### src/rtl/guess_evaluator.sv
// Guess evaluator: holds the armed secret and guess budget, and compares each confirmed guess
// against the secret one digit per cycle, most significant active digit first. It produces
// too-high / too-low / correct hints, counts down the remaining guesses and flags win or loss.
module guess_evaluator #(
    parameter int unsigned DIGIT_W = 4,
    parameter int unsigned GUESS_W = 3
) (
    input  logic               clk,
    input  logic               reset,
    input  logic               new_game,
    input  logic [DIGIT_W-1:0] secret_digit_1,
    input  logic [DIGIT_W-1:0] secret_digit_2,
    input  logic [DIGIT_W-1:0] secret_digit_3,
    input  logic [1:0]         max_digits,
    input  logic [GUESS_W-1:0] max_guesses,
    input  logic [DIGIT_W-1:0] guess_digit_1,
    input  logic [DIGIT_W-1:0] guess_digit_2,
    input  logic [DIGIT_W-1:0] guess_digit_3,
    input  logic               confirm,
    output logic [GUESS_W-1:0] guesses_left,
    output logic               hint_high,
    output logic               hint_low,
    output logic               correct,
    output logic               game_won,
    output logic               game_lost,
    output logic               busy,
    output logic               playing
);

    typedef enum logic [2:0] {
        StIdle,
        StPlay,
        StCompare,
        StResult,
        StWon,
        StLost
    } state_e;

    typedef enum logic [1:0] {
        CmpHigh,
        CmpLow,
        CmpEq
    } cmp_e;

    localparam logic [GUESS_W-1:0] GuessOne = {{(GUESS_W-1){1'b0}}, 1'b1};

    state_e             state_q;
    cmp_e               cmp_q;
    logic               confirm_q;
    logic [1:0]         max_digits_q;
    logic [1:0]         idx_q;
    logic [DIGIT_W-1:0] secret1_q, secret2_q, secret3_q;
    logic [DIGIT_W-1:0] guess1_q, guess2_q, guess3_q;
    logic [GUESS_W-1:0] guesses_left_q;
    logic               hint_high_q, hint_low_q, correct_q;
    logic               game_won_q, game_lost_q;
    logic               busy_q, playing_q;

    logic               confirm_edge;
    logic [DIGIT_W-1:0] guess_cur;
    logic [DIGIT_W-1:0] secret_cur;

    assign confirm_edge = confirm & ~confirm_q;

    // Select the digit pair addressed by the current compare index (3 = hundreds, 1 = ones).
    always_comb begin
        guess_cur  = guess1_q;
        secret_cur = secret1_q;
        case (idx_q)
            2'd3: begin
                guess_cur  = guess3_q;
                secret_cur = secret3_q;
            end
            2'd2: begin
                guess_cur  = guess2_q;
                secret_cur = secret2_q;
            end
            default: begin
                guess_cur  = guess1_q;
                secret_cur = secret1_q;
            end
        endcase
    end

    // Confirm edge detector history; runs in every state so a held level never re-triggers.
    always_ff @(posedge clk) begin
        if (reset) begin
            confirm_q <= 1'b0;
        end else begin
            confirm_q <= confirm;
        end
    end

    // Game FSM with all outputs registered alongside the state.
    always_ff @(posedge clk) begin
        if (reset) begin
            state_q        <= StIdle;
            cmp_q          <= CmpEq;
            max_digits_q   <= 2'd1;
            idx_q          <= 2'd1;
            secret1_q      <= '0;
            secret2_q      <= '0;
            secret3_q      <= '0;
            guess1_q       <= '0;
            guess2_q       <= '0;
            guess3_q       <= '0;
            guesses_left_q <= '0;
            hint_high_q    <= 1'b0;
            hint_low_q     <= 1'b0;
            correct_q      <= 1'b0;
            game_won_q     <= 1'b0;
            game_lost_q    <= 1'b0;
            busy_q         <= 1'b0;
            playing_q      <= 1'b0;
        end else if (new_game) begin
            // Reload overrides any evaluation in flight; a coincident confirm edge is dropped.
            state_q        <= StPlay;
            secret1_q      <= secret_digit_1;
            secret2_q      <= secret_digit_2;
            secret3_q      <= secret_digit_3;
            max_digits_q   <= (max_digits == 2'd0) ? 2'd1 : max_digits;
            guesses_left_q <= (max_guesses == '0) ? GuessOne : max_guesses;
            hint_high_q    <= 1'b0;
            hint_low_q     <= 1'b0;
            correct_q      <= 1'b0;
            game_won_q     <= 1'b0;
            game_lost_q    <= 1'b0;
            busy_q         <= 1'b0;
            playing_q      <= 1'b1;
        end else begin
            case (state_q)
                StPlay: begin
                    if (confirm_edge) begin
                        guess1_q <= guess_digit_1;
                        guess2_q <= guess_digit_2;
                        guess3_q <= guess_digit_3;
                        idx_q    <= max_digits_q;
                        state_q  <= StCompare;
                        busy_q   <= 1'b1;
                    end
                end
                StCompare: begin
                    if (guess_cur > secret_cur) begin
                        cmp_q   <= CmpHigh;
                        state_q <= StResult;
                    end else if (guess_cur < secret_cur) begin
                        cmp_q   <= CmpLow;
                        state_q <= StResult;
                    end else if (idx_q == 2'd1) begin
                        cmp_q   <= CmpEq;
                        state_q <= StResult;
                    end else begin
                        idx_q <= idx_q - 2'd1;
                    end
                end
                StResult: begin
                    hint_high_q <= (cmp_q == CmpHigh);
                    hint_low_q  <= (cmp_q == CmpLow);
                    correct_q   <= (cmp_q == CmpEq);
                    busy_q      <= 1'b0;
                    if (cmp_q == CmpEq) begin
                        game_won_q <= 1'b1;
                        playing_q  <= 1'b0;
                        state_q    <= StWon;
                    end else if (guesses_left_q <= GuessOne) begin
                        // Last guess used up; saturate at zero.
                        guesses_left_q <= '0;
                        game_lost_q    <= 1'b1;
                        playing_q      <= 1'b0;
                        state_q        <= StLost;
                    end else begin
                        guesses_left_q <= guesses_left_q - GuessOne;
                        state_q        <= StPlay;
                    end
                end
                default: begin
                    // Idle, Won and Lost hold everything until new_game or reset.
                    state_q <= state_q;
                end
            endcase
        end
    end

    assign guesses_left = guesses_left_q;
    assign hint_high    = hint_high_q;
    assign hint_low     = hint_low_q;
    assign correct      = correct_q;
    assign game_won     = game_won_q;
    assign game_lost    = game_lost_q;
    assign busy         = busy_q;
    assign playing      = playing_q;

endmodule

### config.mk
export PLATFORM = sky130hd
export DESIGN_NAME = guess_evaluator
export DESIGN_NICKNAME = d
export VERILOG_FILES = /design/src/rtl/guess_evaluator.sv
export SDC_FILE = /design/constraint.sdc
export NUM_CORES = 1
export LEC_CHECK = 0
export BUFFER_PORTS_ARGS = -buffer_cell sky130_fd_sc_hd__buf_2
export CAP_MARGIN = 20
export CELL_PAD_IN_SITES_DETAIL_PLACEMENT = 0
export CELL_PAD_IN_SITES_GLOBAL_PLACEMENT = 1
export CORE_MARGIN = 10
export CORE_UTILIZATION = 32
export DETAILED_ROUTE_END_ITERATION = 7
export MAX_ROUTING_LAYER = met4
export PLACE_DENSITY_LB_ADDON = 0.1
export SLEW_MARGIN = 20
export SYNTH_ARGS = -nofsm -noshare
export SYNTH_HDL_FRONTEND = slang
export SYNTH_SLANG_ARGS = --single-unit
### constraint.sdc
create_clock -name clk -period 2.4 [get_ports clk]
set_clock_uncertainty 0.1 [all_clocks]
set_input_delay 0.36 -clock clk [delete_from_list [all_inputs] [get_ports clk]]
set_output_delay 0.36 -clock clk [all_outputs]
set_load 0.05 [all_outputs]
==> impl_metrics.ini, run 1 <==
[synthesis]
synth_nets = 269
synth-simple-area-share_pct = 19.7
syn_avg_cell_area_um2 = 9.11
syn_inst = 227
synth-compound-area-share_pct = 14.0
synthArstFlopShare_pct = 0
synth_edf_count = 0
muxShareOfSynthArea_pct = 13.1
synthAdderAreaFrac_pct = 5.45
synth_top_family_by_area = simple AND/OR/NAND/NOR gates
seq_area_frac_synth_pct = 42.6
yosys.area.top_type = dfxtp_1
ys_seq_elements = 44
synth-xor-area-share_pct = 0
synth_top_area_share_pct = 42.6
netlist_area_mm2 = 0.00207
synth_area_leaders = dfxtp_1 (43%), mux2i_1 (13%), nor2_1 (7.6%), ha_1 (5.4%), a21oi_1 (3.1%)
synth_cell_types = 40
synthFlopType = dfxtp_1
yosys_warnings = 0

[clock_tree]
cts_tree = yes
cts_sinks = 44
htree_levels = 2
clkTransAtPathRegs_ns = 0.09
cts_made_buffers = 5
clockBufferDepth = 2
hold_buffers = 0
ctsRootBufferMaster = clkbuf_8
insertion_delay_ns = 0.29

[sta]
tightest_slew_ns = 0.602
finalSetupViolations = 0
hold-worst-slack_ns = 0.197
max-slew-margin-rel_pct = 59.8
fin_ws_ns = 0.112
slew_viol_final = 0
hold_viol = 0
rsz0062_at_grt = yes
fin_crit_ns = 2.29
clock.fmax_ghz = 0.437
period_share_pct = 95.3

[route]
totalWireLength_um = 4900
routed_via_density = 4.81
post_drt_wl_per_cell_um = 14.0
ant_nets = 0
drt_iter0_drc = 42
first_pass_iters = 4
vias = 1687
drc = 0

[critical_path]
max_stage_delay_ns = 0.37
rr_worst_depth = 11
criticalPathCategory = reg -> reg
cp_num_buf_inv = 3
reg2reg_to = state_q[0]
cp.required_ns = 2.51
cp_max_fo = 6
reg2reg_slack_ns = 0.11
r2r-start = idx_q[0]
crit_arrival_ns = 2.40
path_cells = inv_1 -> ha_4 -> buf_4 -> a22o_1 -> a21oi_1 -> ha_1 -> nand4_1 -> buf_4 -> nor3_2 -> nand2b_1 -> a221oi_2
crit_top_cell = buf_4
cp_top_family = compound AO/OA/AOI/OAI gates
worstSetupStartpointType = flip-flop
slowest_stage = dfxtp_1
endpoint_kind = flip-flop

[final_layout]
final_nets = 315
antennaDiodeCount = 0
fin_cells = 351
layout_common_cells = dfxtp_1 (43), buf_2 (42), nor2_1 (40), mux2i_1 (27), nand2_1 (17)
final_util_pct = 40.1
layout_commonest_cell = dfxtp_1
drive_above_1_share_pct = 25.9
syn_to_final_growth_pct = 22.5
nFillCells = 687

[power_and_ir_drop]
leakage_nw = 1.17
power_density_mw_per_mm2 = 632
ir_drop_uv = 272

[die]
dieHeight_um = 100
core-area_mm2 = 0.00631
rows = 29
num_io_pins = 43
start_util_pct = 32.7
die_area_mm2 = 0.0101
die_w_um = 100

[global_routing]
grt_pass1_wl_um = 8430
overflow = 0
grt_max_degree = 35
grt_pass1_vias = 1774
gr-usage-all-layers_pct = 10.3
antenna_found_initial = 0

[place]
placed_cells = 343
port_buffers = 42
hpwl_um = 3750
gp_congestion = 0.825
post-place-ws_ns = -0.0629

[min_path]
hold_path_class = in -> reg
min_to = secret2_q[2]
whs_path_depth = 3
min_from = secret_digit_2[2]

[run_status]
outcome = finished, final reports clean

[job]
drv_cap = 0
-- through the flow --
stage | power (mW) | TNS (ns) | instance area (um2)
CTS | 1.62 | 0 | 2490
finish | 1.60 | 0 | 2530
floorplan | 0.927 | 0 | 2070
global placement | 0.998 | -0.0553 | 2360
global route | 1.69 | -0.0964 | 2530
detailed placement | 0.997 | -0.0629 | 2360
-- cells in the mapped netlist, types with 2 or more instances --
library cell,instances
a211oi_1,3
a21oi_1,13
a22o_1,4
a22oi_1,4
a31oi_1,3
buf_2,2
buf_6,2
clkbuf_1,6
dfxtp_1,44
ha_1,9
inv_1,8
mux2i_1,27
nand2_1,17
nand2b_1,3
nand3b_1,3
nor2_1,42
nor2b_1,3
nor3_1,5
o21a_1,4
o21ai_0,4
or3_1,2
-- logic make-up after synthesis --
family,after synthesis
simple gates,85
flops,44
fa+ha+maj,9
buf+inv,19
compound gates,43
mux,27
-- worst max path at each step --
stage | endpoint | from | depth (start not counted) | slack (ns)
floorplan | state_q[0] | idx_q[0] | 10 | 0.02
global placement | idx_q[1] | idx_q[0] | 11 | -0.06
detailed placement | idx_q[1] | idx_q[0] | 11 | -0.06
CTS | state_q[0] | idx_q[0] | 10 | 0.04
global route | cmp_q[0] | idx_q[0] | 10 | -0.04
finish | state_q[0] | idx_q[0] | 11 | 0.11
-- layout make-up --
cell class | instances | area (um2) | share of cell area [%]
Multi-Input combinational cell | 164 | 1130 | 44.5
Sequential cell | 44 | 882 | 34.8
Timing Repair Buffer | 50 | 270 | 10.7
Clock buffer | 7 | 96.3 | 3.80
Tap cell | 77 | 96.3 | 3.80
Clock inverter | 1 | 30.0 | 1.19
Inverter | 8 | 30.0 | 1.19
-- report_power, final --
group	internal, mW	switching [mW]
clock	0.367	0.251
combinational	0.0898	0.113
sequential	0.758	0.0216
-- worst reg2reg max path: stages, from the launching register on --
cell and delay, ns:
dfxtp_1 0.37, inv_1 0.08, ha_4 0.19, buf_4 0.15, a22o_1 0.22, a21oi_1 0.13
ha_1 0.27, nand4_1 0.14, buf_4 0.14, nor3_2 0.04, nand2b_1 0.15, a221oi_2 0.22
-- sequential cells by signal, summed over array words and instances (netlist names) --
register	flops
guess1_q	4
guess2_q	4
guess3_q	4
secret1_q	4
secret2_q	4
secret3_q	4
guesses_left	3
state_q	3
cmp_q	2
idx_q	2
max_digits_q	2
busy	1
confirm_q	1
correct	1
game_lost	1
game_won	1
hint_high	1
hint_low	1
playing	1
-- routing by layer --
layer	share of wire [%]	vias up	GRT usage, %
met4	0.75	0	3.15
li1	-	885	-
met2	48	30	16.9
met3	4.1	5	3.09
met1	47	767	11.9
met5	0	-	-
-- what timing repair did --
action / in CTS / in global routing
pin swaps: 0 / 1
buffers inserted: 0 / 0
endpoints found under the setup margin: 2 / 5
resized for setup: 3 / 8
Note: power is estimated with default switching activity, not from simulation.
==> run 2, diff against run 1 <==
--- a/config.mk
+++ b/config.mk
@@ -9,11 +9,12 @@
 export CAP_MARGIN = 20
 export CELL_PAD_IN_SITES_DETAIL_PLACEMENT = 0
 export CELL_PAD_IN_SITES_GLOBAL_PLACEMENT = 1
-export CORE_MARGIN = 10
+export CORE_MARGIN = 2
 export CORE_UTILIZATION = 32
 export DETAILED_ROUTE_END_ITERATION = 7
 export MAX_ROUTING_LAYER = met4
 export PLACE_DENSITY_LB_ADDON = 0.1
+export SETUP_SLACK_MARGIN = 0.5
 export SLEW_MARGIN = 20
 export SYNTH_ARGS = -nofsm -noshare
 export SYNTH_HDL_FRONTEND = slang
==> run 2 against run 1 <==
Die area is 29% lower. Fmax rose by 0.22%. Utilization up 2.1 points. Critical endpoint is now idx_q[1]. Clock-buffer cell count up 1. Critical path type unchanged. Register-to-register slack about the same. Sequential power about the same. Routed wire length decreased by 1.2%. First-iteration DRC count rose by 40%. Combinational power grew 11%. Flip-flop and latch count stayed put.
==> impl_metrics.ini, run 2 (synthesis results as in run 1) <==
[sta]
clock.fmax_ghz = 0.438
fin_crit_ns = 2.28
tightest_slew_ns = 0.761
max-slew-margin-rel_pct = 49.1
slew_viol_final = 0
setup_tns_ns = 0
rsz0062_at_grt = yes
finalSetupViolations = 0
period_share_pct = 95.1
hold_viol = 0

[die]
start_util_pct = 32.7
rows = 29
num_io_pins = 43
dieHeight_um = 84.4
die_w_um = 84.4
die_area_mm2 = 0.00712
core-area_mm2 = 0.00631

[clock_tree]
hold_buffers = 0
htree_levels = 2
ctsRootBufferMaster = clkbuf_8
clkTransAtPathRegs_ns = 0.08
cts_tree = yes
cts_sinks = 44
clockBufferDepth = 2
cts_made_buffers = 5
insertion_delay_ns = 0.29

[run_status]
outcome = finished, final reports clean

[critical_path]
path_cells = inv_2 -> ha_4 -> buf_6 -> a22oi_2 -> nand2_2 -> ha_4 -> nand4_1 -> o21ai_4 -> a21oi_2 -> a311oi_2
max_stage_delay_ns = 0.38
criticalPathCategory = reg -> reg
endpoint_kind = flip-flop
slowest_stage = dfxtp_4
cp_max_fo = 5
r2r-start = idx_q[0]
crit_arrival_ns = 2.38
crit_top_cell = ha_4
cp-startpoint = idx_q[0]
worstSetupStartpointType = flip-flop
cp_num_buf_inv = 2
cp_top_family = compound AO/OA/AOI/OAI gates
reg2reg_slack_ns = 0.12
cp.required_ns = 2.50

[final_layout]
drive_above_1_share_pct = 33.2
syn_to_final_growth_pct = 29.1
fin_cells = 354
layout_commonest_cell = buf_2
final_nets = 318
final_util_pct = 42.3
layout_common_cells = buf_2 (42), nor2_1 (41), dfxtp_1 (41), mux2i_1 (27), nand2_1 (14)
nFillCells = 678
antennaDiodeCount = 0

[global_routing]
grt_max_degree = 35
antenna_found_initial = 0
gr-usage-all-layers_pct = 14.5
overflow = 0
grt_pass1_vias = 1696
grt_pass1_wl_um = 8140

[route]
first_pass_iters = 4
post_drt_wl_per_cell_um = 13.7
vias = 1717
drc = 0
drt_iter0_drc = 59
routed_via_density = 4.85
ant_nets = 0
totalWireLength_um = 4840

[power_and_ir_drop]
leakage_nw = 1.19
ir_drop_uv = 282
p_total_mw = 1.48
power_density_mw_per_mm2 = 557

[min_path]
hold_path_class = in -> reg
min_from = guess_digit_3[2]

[job]
drv_cap = 0

[place]
gp_congestion = 0.742
placed_cells = 337
port_buffers = 42
hpwl_um = 3400
## run 2: cell count changes in the layout (fill, tap and decap cells not counted), moves of 3 or more
cell     before  now
buf_6         0    3
nand2_2       0    3
a22oi_2       0    3
a21oi_2       0    5
a22oi_1       4    1
ha_4          1    5
a21oi_1      13    8
ha_1          7    3
nand2_1      17   14
## run 2: power by group
group / leakage (nW) / total, mW / switching, mW / internal (mW)
Clock: 0.0455 / 0.479 / 0.244 / 0.235
Combinational: 0.783 / 0.225 / 0.125 / 0.0994
Sequential: 0.360 / 0.782 / 0.0240 / 0.757
Total: 1.19 / 1.48 / 0.393 / 1.09
## run 2: stage by stage
step | cell area (um2) | hold slack, ns | setup WS (ns)
2_1_floorplan | 2140 | 0.345 | 0.304
3_3_place_gp | 2360 | 0.341 | 0.106
3_5_place_dp | 2360 | 0.345 | 0.0425
4_1_cts | 2490 | 0.190 | 0.206
5_1_grt | 2670 | 0.200 | 0.0237
6_report | 2670 | 0.197 | 0.117
## run 2: path summary, 6_finish.rpt
kind         depth (start not counted)           to
max                                 10     idx_q[1]
min                                  3  guess3_q[2]
max reg2reg                         10     idx_q[1]
min reg2reg                          2     hint_low
## run 2: final cells by class
cell class              instances  area [um2]  area share [%]
multi-input cells             164        1260            47.2
repair buffers                 53         304            11.4
clock buffers                   8        90.1            3.38
flip-flops and latches         44         887            33.3
well taps                      77        96.3            3.61
inverters                       8        30.0            1.13
## run 2: routing by layer
layer | vias to the layer above | GRT usage (%) | share of wire [%]
li1 | 892 | - | -
met1 | 790 | 20.1 | 52
met2 | 30 | 21.4 | 44
met3 | 5 | 2.75 | 3.3
met4 | 0 | 4.76 | 1.0
met5 | - | - | 0
## run 2: tightest hold or removal path, cell delays in order
cell,delay (ns)
buf_2,0.07
mux2i_1,0.05
nor2_1,0.07
## run 2: what timing repair did
| item | CTS | global route |
|---|---|---|
| setup endpoints to repair | 5 | 5 |
| resized for setup | 5 | 26 |
| pin swaps | 3 | 19 |
| endpoints found under the hold margin | 0 | 0 |
| buffers inserted | 1 | 8 |
==> run 3, diff against run 2 <==
--- a/config.mk
+++ b/config.mk
@@ -9,9 +9,9 @@
 export CAP_MARGIN = 20
 export CELL_PAD_IN_SITES_DETAIL_PLACEMENT = 0
 export CELL_PAD_IN_SITES_GLOBAL_PLACEMENT = 1
-export CORE_MARGIN = 2
 export CORE_UTILIZATION = 32
 export DETAILED_ROUTE_END_ITERATION = 7
+export GPL_TIMING_DRIVEN = 1
 export MAX_ROUTING_LAYER = met4
 export PLACE_DENSITY_LB_ADDON = 0.1
 export SETUP_SLACK_MARGIN = 0.5
==> run 3 against run 2 <==
Design area fell by 5.0%. Final cell count shrank 2.8%. Routed wire length is 4.7% lower.
==> impl_metrics.ini, run 3 (synthesis results as in run 1) <==
[run_status]
outcome = finished, final reports clean

[global_routing]
grt_pass1_wl_um = 7940
antenna_found_initial = 0
overflow = 0
grt_max_degree = 35
gr-usage-all-layers_pct = 16.1
grt_pass1_vias = 1704

[sta]
hold_viol = 0
fin_crit_ns = 2.20
max-slew-margin-rel_pct = 54.8
period_share_pct = 91.5
finalSetupViolations = 0
hold-worst-slack_ns = 0.196
rsz0062_at_grt = yes
tightest_slew_ns = 0.677
fin_ws_ns = 0.204
slew_viol_final = 0
clock.fmax_ghz = 0.455
setup_tns_ns = 0

[clock_tree]
ctsRootBufferMaster = clkbuf_8
cts_tree = yes
clkTransAtPathRegs_ns = 0.08
cts_sinks = 44
hold_buffers = 0
clockBufferDepth = 2
htree_levels = 2
insertion_delay_ns = 0.29
cts_made_buffers = 5

[critical_path]
crit_arrival_ns = 2.31
cp_top_family = simple AND/OR/NAND/NOR gates
cp_max_fo = 9
endpoint_kind = flip-flop
path_cells = inv_2 -> ha_4 -> nor2_4 -> a21oi_1 -> ha_1 -> nor4b_4 -> nor3_1 -> nand2b_1 -> a221oi_2
rr_worst_depth = 9
worstSetupStartpointType = flip-flop
slowest_stage = dfxtp_4
cp.required_ns = 2.51
cp_num_buf_inv = 1
criticalPathCategory = reg -> reg
worst-path-stages = 9
max_stage_delay_ns = 0.38

[final_layout]
syn_to_final_growth_pct = 22.6
fin_cells = 344
final_util_pct = 41.8
antennaDiodeCount = 0
layout_common_cells = buf_2 (42), nor2_1 (41), dfxtp_1 (41), mux2i_1 (27), nand2_1 (17)
design_area_mm2 = 0.00253
layout_commonest_cell = buf_2
drive_above_1_share_pct = 28.3
final_nets = 310

[min_path]
whs_path_depth = 3
hold_path_class = in -> reg

[power_and_ir_drop]
p_switching_mw = 0.392
comb_power_share_pct = 12.8
swShare_pct = 25.4
intPower_mw = 1.15
leakage_nw = 1.14
power_density_mw_per_mm2 = 609
power_frac_clock_pct = 36.5
p_total_mw = 1.54
ir_drop_uv = 269
power_frac_seq_pct = 50.6

[route]
met3_length_um = 172
totalWireLength_um = 4620
ant_nets = 0
vias = 1647
routed.top_layer = met4
wl_met1_um = 2430
post_drt_wl_per_cell_um = 13.4
drt_iter0_drc = 49
routed-wl-met2_um = 1990
first_pass_iters = 4
routed_via_density = 4.79
drc = 0

[die]
num_io_pins = 43
start_util_pct = 34.1
die_area_mm2 = 0.00678
core-area_mm2 = 0.00606
rows = 28
dieHeight_um = 82.4
die_w_um = 82.4

[place]
gp_congestion = 0.778
placed_cells = 335
hpwl_um = 3420
place_area_mm2 = 0.00236
port_buffers = 42
post-place-ws_ns = 0.0588

[job]
drv_cap = 0
==> run 3: cell count changes in the layout (fill, tap and decap cells not counted), moves of 2 or more <==
cell	previous run	this run
a21oi_1	8	12
a21oi_2	5	1
nand2_2	3	0
ha_2	1	3
buf_4	8	3
nand2_1	14	17
buf_6	3	0
ha_4	5	2
clkbuf_1	2	0
==> run 3: worst reg2reg max path: stages, from the launching register on <==
cell and delay (ns):
dfxtp_4 0.38, inv_2 0.05, ha_4 0.20, nor2_4 0.21
a21oi_1 0.11, ha_1 0.23, nor4b_4 0.33, nor3_1 0.12
nand2b_1 0.17, a221oi_2 0.22
==> run 3: path summary, 6_finish.rpt <==
check	startpoint	end	slack, ns
worst min-delay path	guess_digit_1[1]	guess1_q[1]	0.20
worst min register to register	hint_low	hint_low	0.35
worst max-delay path	idx_q[0]	state_q[0]	0.20
worst max register to register	idx_q[0]	state_q[0]	0.20
==> run 3: per-layer routing <==
metal	vias up	GRT usage, %
met5	-	-
met4	0	5.26
met3	2	3.63
met2	31	24.5
met1	741	21.0
li1	873	-
==> run 3: power by group through the flow <==
stage | clock (mW) | sequential [mW] | combinational [mW]
3_5_place_dp | 0 | 0.799 | 0.196
6_report | 0.563 | 0.781 | 0.198
5_1_grt | 0.617 | 0.786 | 0.224
2_1_floorplan | 0 | 0.811 | 0.124
3_3_place_gp | 0 | 0.799 | 0.196
4_1_cts | 0.592 | 0.782 | 0.200
==> run 3: timing repair <==
action / in CTS / in global routing
setup endpoints to repair: 5 / 5
buffers inserted: 1 / 0
pin swaps: 2 / 2
resized for setup: 7 / 3
==> run 3: layout make-up <==
| cell class | instances | area [um2] |
|---|---|---|
| tap | 75 | 93.8 |
| timing repair buffer | 45 | 233 |
| clock inverter | 3 | 42.5 |
| clock buffer | 5 | 68.8 |
| fill | 644 | 3530 |
| multi-input combinational | 164 | 1180 |
| inverter | 8 | 30.0 |
| sequential | 44 | 887 |
